--- config.mk ---
export PLATFORM = sky130hd
export DESIGN_NAME = gray_counter_n
export DESIGN_NICKNAME = d
export VERILOG_FILES = /design/src/rtl/gray_pkg.sv /design/src/rtl/gray_counter_n.sv
export SDC_FILE = /design/constraint.sdc
export NUM_CORES = 1
export LEC_CHECK = 0
export CAP_MARGIN = 20
export CORE_AREA = 2 2 39 41
export DETAILED_ROUTE_END_ITERATION = 6
export DIE_AREA = 0 0 41 43
export HOLD_SLACK_MARGIN = 0.06
export REMOVE_ABC_BUFFERS = 1
export SYNTH_ARGS = -nofsm -noshare
export SYNTH_HDL_FRONTEND = slang
export SYNTH_SLANG_ARGS = --single-unit
--- constraint.sdc ---
create_clock -name Clk -period 2.4 [get_ports Clk]
set_clock_uncertainty 0.1 [all_clocks]
set_input_delay 0.36 -clock Clk [delete_from_list [all_inputs] [get_ports Clk]]
set_output_delay 0.36 -clock Clk [all_outputs]
set_load 0.1 [all_outputs]
--- src/rtl/gray_pkg.sv ---
// Shared definitions for the Gray-code counter family: width limit and
// width-generic binary/Gray conversion helpers. Functions operate on
// GRAY_MAX_WIDTH bits; narrower callers zero-extend and truncate.
package gray_pkg;

  localparam int GRAY_MAX_WIDTH = 16;

  typedef logic [GRAY_MAX_WIDTH-1:0] gray_word_t;

  // Binary to reflected Gray: each bit is the XOR of itself and its upper
  // neighbour, so consecutive binary values differ in exactly one Gray bit.
  function automatic gray_word_t bin2gray(input gray_word_t bin);
    return bin ^ (bin >> 1);
  endfunction

  // Gray to binary: each binary bit is the XOR of all Gray bits at and
  // above its position (prefix XOR from the MSB down).
  function automatic gray_word_t gray2bin(input gray_word_t gray);
    gray_word_t bin;
    bin[GRAY_MAX_WIDTH-1] = gray[GRAY_MAX_WIDTH-1];
    for (int i = GRAY_MAX_WIDTH - 2; i >= 0; i--) begin
      bin[i] = bin[i+1] ^ gray[i];
    end
    return bin;
  endfunction

endpackage

--- src/rtl/gray_counter_n.sv ---
// Parametrised Gray-code counter with up/down counting, synchronous clear,
// parallel load, a sticky Overflow flag and a one-cycle Wrap pulse.
// Build option: define GRAY_CNT_SATURATE_EN to make the count saturate at
// its end points instead of wrapping modulo 2^WIDTH. Ports are the same in
// both builds.
module gray_counter_n
  import gray_pkg::*;
#(
  parameter int WIDTH = 3  // legal range 2..GRAY_MAX_WIDTH
) (
  input  logic             Clk,
  input  logic             Reset,
  input  logic             En,
  input  logic             Dir,
  input  logic             Clear,
  input  logic             Load,
  input  logic [WIDTH-1:0] LoadVal,
  output logic [WIDTH-1:0] Output,
  output logic             Overflow,
  output logic             Wrap
);

  localparam logic [WIDTH-1:0] BIN_MAX = '1;
  localparam logic [WIDTH-1:0] BIN_ONE = {{(WIDTH-1){1'b0}}, 1'b1};

  logic [WIDTH-1:0] bin;
  logic [WIDTH-1:0] bin_next;
  logic             at_limit;
  logic             wrap_event;

  // Next-state selection with priority Clear > Load > En > hold; a wrap is
  // only recognised when the counting branch is actually the one taken.
  always_comb begin
    at_limit   = Dir ? (bin == BIN_MAX) : (bin == '0);
    wrap_event = En && !Clear && !Load && at_limit;
    bin_next   = bin;
    if (Clear) begin
      bin_next = '0;
    end else if (Load) begin
      bin_next = LoadVal;
    end else if (En) begin
`ifdef GRAY_CNT_SATURATE_EN
      // End points are sticky: a blocked step leaves the count in place.
      if (!at_limit) begin
        bin_next = Dir ? (bin + BIN_ONE) : (bin - BIN_ONE);
      end
`else
      // WIDTH-bit arithmetic: carry/borrow out falls off, giving modulo wrap.
      bin_next = Dir ? (bin + BIN_ONE) : (bin - BIN_ONE);
`endif
    end
  end

  // State, Gray output and flags all update on the same edge, so the Gray
  // output is a register and never a combinational function of the inputs.
  always_ff @(posedge Clk or posedge Reset) begin
    if (Reset) begin
      bin      <= '0;
      Output   <= '0;
      Overflow <= 1'b0;
      Wrap     <= 1'b0;
    end else begin
      // NOTE: non-blocking assignments so every register samples pre-edge values.
      bin      <= bin_next;
      Output   <= WIDTH'(bin2gray(GRAY_MAX_WIDTH'(bin_next)));
      Wrap     <= wrap_event;
      if (Clear) begin
        Overflow <= 1'b0;
      end else if (wrap_event) begin
        Overflow <= 1'b1;
      end
    end
  end

endmodule

==> results of run 1 <==
final timing paths:
check | startpoint | end | slack [ns] | cells past startpoint
min in group Clk | Overflow$_DFFE_PP0P_ | Overflow$_DFFE_PP0P_ | 0.41 | 2
hold reg to reg | Overflow$_DFFE_PP0P_ | Overflow$_DFFE_PP0P_ | 0.41 | 2
max in group asynchronous | Reset | Output[2]$_DFF_PP0_ | 1.75 | 2
setup / recovery | Dir | Output[1]$_DFF_PP0_ | 0.43 | 6
hold / removal | Reset | Overflow$_DFFE_PP0P_ | 0.23 | 2
setup reg to reg | bin[0]$_DFF_PP0_ | Output[1]$_DFF_PP0_ | 0.58 | 6
area by class of cell:
class | count | area share [%]
clock buffer | 4 | 4.773
sequential | 7 | 31.82
inverter | 4 | 2.727
multi-input combinational | 23 | 34.32
timing repair buffer | 14 | 22.73
tap | 16 | 3.636
through the flow:
| stage | hold slack, ns | setup slack [ns] | instance area, um2 | power (mW) | instances |
|---|---|---|---|---|---|
| after global placement | 0.4031 | 0.1617 | 524.3 | 0.2792 | 64 |
| after detailed placement | 0.4069 | 0.1710 | 524.3 | 0.2788 | 64 |
| after floorplan | 0.06340 | 0.6593 | 379.1 | 0.2371 | 34 |
| after CTS | 0.2383 | 0.4259 | 550.5 | 0.3870 | 68 |
| final | 0.2349 | 0.4286 | 550.5 | 0.3796 | 68 |
| after global routing | 0.2490 | 0.3848 | 550.5 | 0.4021 | 68 |
power by group:
part	switching, mW	internal (mW)
combinational	0.0970	0.0415
sequential	0.00748	0.130
clock	0.0404	0.0633
synth_stat cells:
cell      instances
nand2_1           1
inv_1             4
nor2b_1           2
o221ai_2          1
nand4_1           1
mux2i_1           1
buf_4             1
nor3_2            1
and2b_1           1
dfrtp_1           7
fa_1              1
xor2_1            4
nand3b_1          1
nand4b_1          1
nor3_4            1
a22oi_1           1
nor2_1            4
o41ai_1           1
a21oi_1           1
state kept, by name, summed over array words and instances (netlist names):
name / cells
Output: 3
bin: 2
Overflow: 1
Wrap: 1
cells by family after synthesis:
group	synth area share [%]
compound gates	9.384
xor+xnor	9.061
fa+ha+maj	5.178
buf+inv	5.825
flops	45.31
mux	2.589
simple gates	22.66
layer usage:
metal	wire length (um)	up-vias	share of wire, %	track usage [%]
li1	-	153	-	-
met1	331	146	44	12.37
met2	360	7	48	12.81
met3	54	0	7.2	1.571
met4	0	0	0	8.000
met5	0	-	0	0
worst max-delay path, delay by kind of cell:
family | cells | cell delay (ns)
AND/OR/NAND/NOR | 3 | 0.47
XOR/XNOR | 1 | 0.17
adder cells (fa/ha/maj) | 1 | 0.54
buffers and inverters | 1 | 0.45
==> run_results.csv, run 1 <==
group,metric,value,unit
global_route,grt_overflow,0,
layout,post-route-util,39.78,%
synth,synth_seq_area_share,45.31,%
layout,nNetsFinal,63,
power,vdd.ir_drop.worst,0.0002735,V
detailed_routing,drt_wl_total,746,um
timing,final-max-slew-violation-count,0,
synth,syn-cell-area,386.6,um2
timing,period_share,82.14,%
timing,max_slew_margin,78.42,%
synth,ys_types,19,
timing,fin_crit,1.971,ns
synth,synth_top_cell_area_share,45.31,%
layout,multi_input_area,188.9,um2
clocking,cts_root_buf,"clkbuf_4",
detailed_routing,drc,0,
detailed_routing,wl_per_cell,10.97,um
global_route,antenna_found_initial,0,
timing,worst_pin_slew,0.3227,ns
floorplan,die_x,41,um
floorplan,die_h,43,um
timing,setup_tns,0,ns
timing,max_freq,0.5073,GHz
floorplan,core_area,0.001384,mm2
global_route,grt_pass1_vias,276,
clocking,cts.clk_slew.worst_paths,0.05,ns
layout,seq_area,175.2,um2
layout,final_common_cell,"clkdlybuf4s50_1",
synth,yosys.area.top_type,"dfrtp_1",
synth,avgSynthCellArea,11.05,um2
clocking,cts.sinks,7,
job,drv_cap,0,
power,p_leak,0.2487,nW
clocking,cts_tree,"yes",
floorplan,io_pins,14,
worst_setup_path,cp_slowest_cell,"fa_1",
layout,layout-drive-gt1-share,23.08,%
detailed_routing,dr_total_vias,306,
clocking,h-tree-depth,1,
worst_setup_path,end_kind,"flop",
power,p_per_area,689.4,mW/mm2
worst_setup_path,critPathLaunchType,"input pin",
outcome,status,"finished clean",
global_route,grt_pass1_wl,1104,um
worst_setup_path,slowest_delay,0.54,ns
worst_setup_path,worst_ep_arrival_time,1.99,ns
detailed_routing,vias_per_cell,4.500,
synth,ys_top_cells_by_area,"dfrtp_1, xor2_1, fa_1",
detailed_routing,ant_nets,0,
clocking,cts.path.max_buffers,2,
detailed_routing,drtPass1Iterations,1,
synth,yosys_warnings,0,
detailed_routing,drtIter0Drc,0,
global_route,grt_max_degree,8,
placement,place_congestion,0.6596,
worst_setup_path,critPathRequiredTime,2.42,ns
clocking,cts_hold_buffers,0,
worst_setup_path,path_cells,"clkdlybuf4s50_1 -> fa_1 -> and2b_1 -> nor3_2 -> nor3_4 -> xor2_1",
floorplan,rows,14,
placement,hpwl,586,um
worst_hold_path,hp-class,"input pin to async pin",
layout,n_fill_cell,158,
timing,finalSetupViolations,0,
worst_setup_path,critPathKind,"input pin to flop",
synth,yosys_register_bits,7,
layout,area_growth,42.39,%
layout,diodes,0,
clocking,post_cts_buffers,0,
floorplan,die-area,0.001763,mm2
global_route,globalRouteTotalUtil,9.451,%
timing,rsz0062_at_grt,"false",
clocking,clk_latency,0.25,ns
clocking,cts_resized,0,
timing,hold_viol,0,
synth,synthCells,35,
worst_setup_path,crit_path_max_fanout,3,
placement,io_buffers,13,
floorplan,initial_core_util,27.94,%
clocking,numCtsBuffers,3,
layout,final_cell_mix,"clkdlybuf4s50_1, dfrtp_1, buf_4",
Power figures use the tool's default switching activity.
==> run 2, diff against run 1 <==
==> constraint.sdc (replaced) <==
create_clock -name Clk -period 1.8 [get_ports Clk]
set_clock_uncertainty 0.1 [all_clocks]
set_input_delay 0.27 -clock Clk [delete_from_list [all_inputs] [get_ports Clk]]
set_output_delay 0.27 -clock Clk [all_outputs]
set_load 0.1 [all_outputs]
==> run 2 against run 1 <==
Non-clock buffer count rose by 3. First-iteration DRC count rose by 2. Global-route usage grew 1.9 points. Flip-flop and latch count is the same. Critical path depth unchanged. Utilization increased by 6.1 points. Cell count up 4.4%. Worst hold slack worse by 0.089 ns. Sequential share of layout area down 4.2 points. Sequential power grew 37%. Worst setup slack worse by 0.31 ns. Register-to-register slack lost 0.46 ns.
==> run_results.csv, run 2 (synthesis results as in run 1) <==
group,metric,value,unit
floorplan,die-area,0.001763,mm2
detailed_routing,drtPass1Iterations,3,
detailed_routing,drtIter0Drc,2,
timing,max_slew_margin,82.40,%
power,vdd.ir_drop.worst,0.0003466,V
placement,place_congestion,0.7022,
power,clockPowerShare,25.4,%
power,sw_frac_of_total,36.81,%
layout,diodes,0,
layout,nNetsFinal,66,
clocking,cts_tree,"yes",
global_route,grt_pass1_vias,307,
detailed_routing,ant_nets,0,
timing,period_share,93.15,%
floorplan,die_h,43,um
timing,setup_tns,0,ns
power,p_per_area,868.2,mW/mm2
layout,top_register,"Output",
global_route,grt_max_degree,8,
clocking,cts_resized,1,
power,internal-power,348.0,uW
global_route,grt_overflow,0,
timing,final-max-slew-violation-count,0,
clocking,h-tree-depth,1,
worst_setup_path,critPathKind,"flop to flop",
timing,fin_crit,1.677,ns
clocking,cts_root_buf,"clkbuf_4",
clocking,clk_latency,0.25,ns
worst_setup_path,crit_path_max_fanout,3,
power,p_leak,0.2827,nW
placement,place_area,609.3,um2
worst_setup_path,worst_ep_arrival_time,1.70,ns
floorplan,rows,14,
power,combPwrFrac,40.4,%
worst_hold_path,hp-class,"input pin to async pin",
placement,io_buffers,13,
placement,place_ws,-0.3330,ns
timing,hold_viol,0,
layout,final_area,634.4,um2
layout,stdcell_count,71,
layout,area_growth,64.08,%
timing,finalWorstSetupSlack,0.1234,ns
detailed_routing,drt_wl_total,788,um
floorplan,io_pins,14,
clocking,cts.clk_slew.worst_paths,0.05,ns
clocking,cts_hold_buffers,0,
worst_setup_path,end_kind,"flop",
detailed_routing,wl_per_cell,11.10,um
layout,top_regs,"Output (3), bin (2)",
layout,largest_reg_flops,3,
layout,n_fill_cell,142,
floorplan,initial_core_util,27.94,%
global_route,antenna_found_initial,0,
detailed_routing,drc,0,
job,drv_cap,0,
outcome,status,"finished clean",
timing,finalSetupViolations,0,
floorplan,die_x,41,um
clocking,numCtsBuffers,3,
placement,placedCellCount,67,
timing,rsz0062_at_grt,"false",
timing,max_freq,0.5964,GHz
clocking,post_cts_buffers,0,
power,p_seq_share,34.1,%
floorplan,core_area,0.001384,mm2
clocking,cts.sinks,7,
worst_setup_path,critPathRequiredTime,1.82,ns
global_route,grt_pass1_wl,1317,um
detailed_routing,dr_total_vias,319,
detailed_routing,vias_per_cell,4.493,
power,power,550.8,uW
layout,final_cell_mix,"dfrtp_1, clkdlybuf4s50_1, buf_12",
worst_setup_path,critPathLaunchType,"flop",
timing,worst_pin_slew,0.2606,ns
power,switching_power,202.7,uW
layout,layout-drive-gt1-share,27.27,%
clocking,cts.path.max_buffers,2,
global_route,globalRouteTotalUtil,11.31,%
[run 2: cell types whose count changed in the layout (fill, tap and decap cells not counted)]
cell,change
buf_12,+5
buf_4,-2
dlygate4sd2_1,+1
clkdlybuf4s50_1,-1
[run 2: layer usage]
metal / share of wire, % / track usage (%) / up-vias / wire length [um]
li1: - / - / 158 / -
met1: 45 / 15.20 / 148 / 353
met2: 45 / 15.94 / 10 / 355
met3: 7.4 / 3.141 / 3 / 58
met4: 2.5 / 6.000 / 0 / 20
met5: 0 / 0 / - / 0
[run 2: final cells by class]
cell class / instances / area, um2 / share of cell area, %
clock buffers: 4 / 26.28 / 4.142
inverters: 4 / 15.01 / 2.367
multi-input cells: 23 / 188.9 / 29.78
flip-flops and latches: 7 / 175.2 / 27.61
well taps: 16 / 20.02 / 3.156
repair buffers: 17 / 209.0 / 32.94
[run 2: critical path, stage by stage, from the launching register on]
cell,delay (ns)
dfrtp_1,0.33
inv_1,0.05
fa_1,0.48
and2b_1,0.18
nor3_2,0.17
nor3_4,0.07
xor2_1,0.17
[run 2: metrics by stage]
stage	hold WS (ns)	util [%]
finish	0.1461	45.84
global route	0.1889	45.84
CTS	0.1527	45.84
detailed placement	0.4257	44.03
global placement	0.4141	44.03
floorplan	-0.02660	-
[run 2: power groups by stage]
stage | sequential, mW | clock [mW] | combinational, mW
after floorplan | 0.271 | 0 | 0.0452
after detailed placement | 0.191 | 0 | 0.226
after global routing | 0.189 | 0.157 | 0.236
final | 0.188 | 0.140 | 0.223
after CTS | 0.188 | 0.150 | 0.225
after global placement | 0.191 | 0 | 0.225
[run 2: path summary, 6_finish.rpt]
kind,startpoint,end,slack [ns],cells past startpoint
max,bin[0]$_DFF_PP0_,Output[1]$_DFF_PP0_,0.12,6
min,Reset,Output[0]$_DFF_PP0_,0.15,2
max reg2reg,bin[0]$_DFF_PP0_,Output[1]$_DFF_PP0_,0.12,6
min reg2reg,Overflow$_DFFE_PP0P_,Overflow$_DFFE_PP0P_,0.46,2
max in group asynchronous,Reset,bin[0]$_DFF_PP0_,1.24,2
min in group Clk,Overflow$_DFFE_PP0P_,Overflow$_DFFE_PP0P_,0.46,2
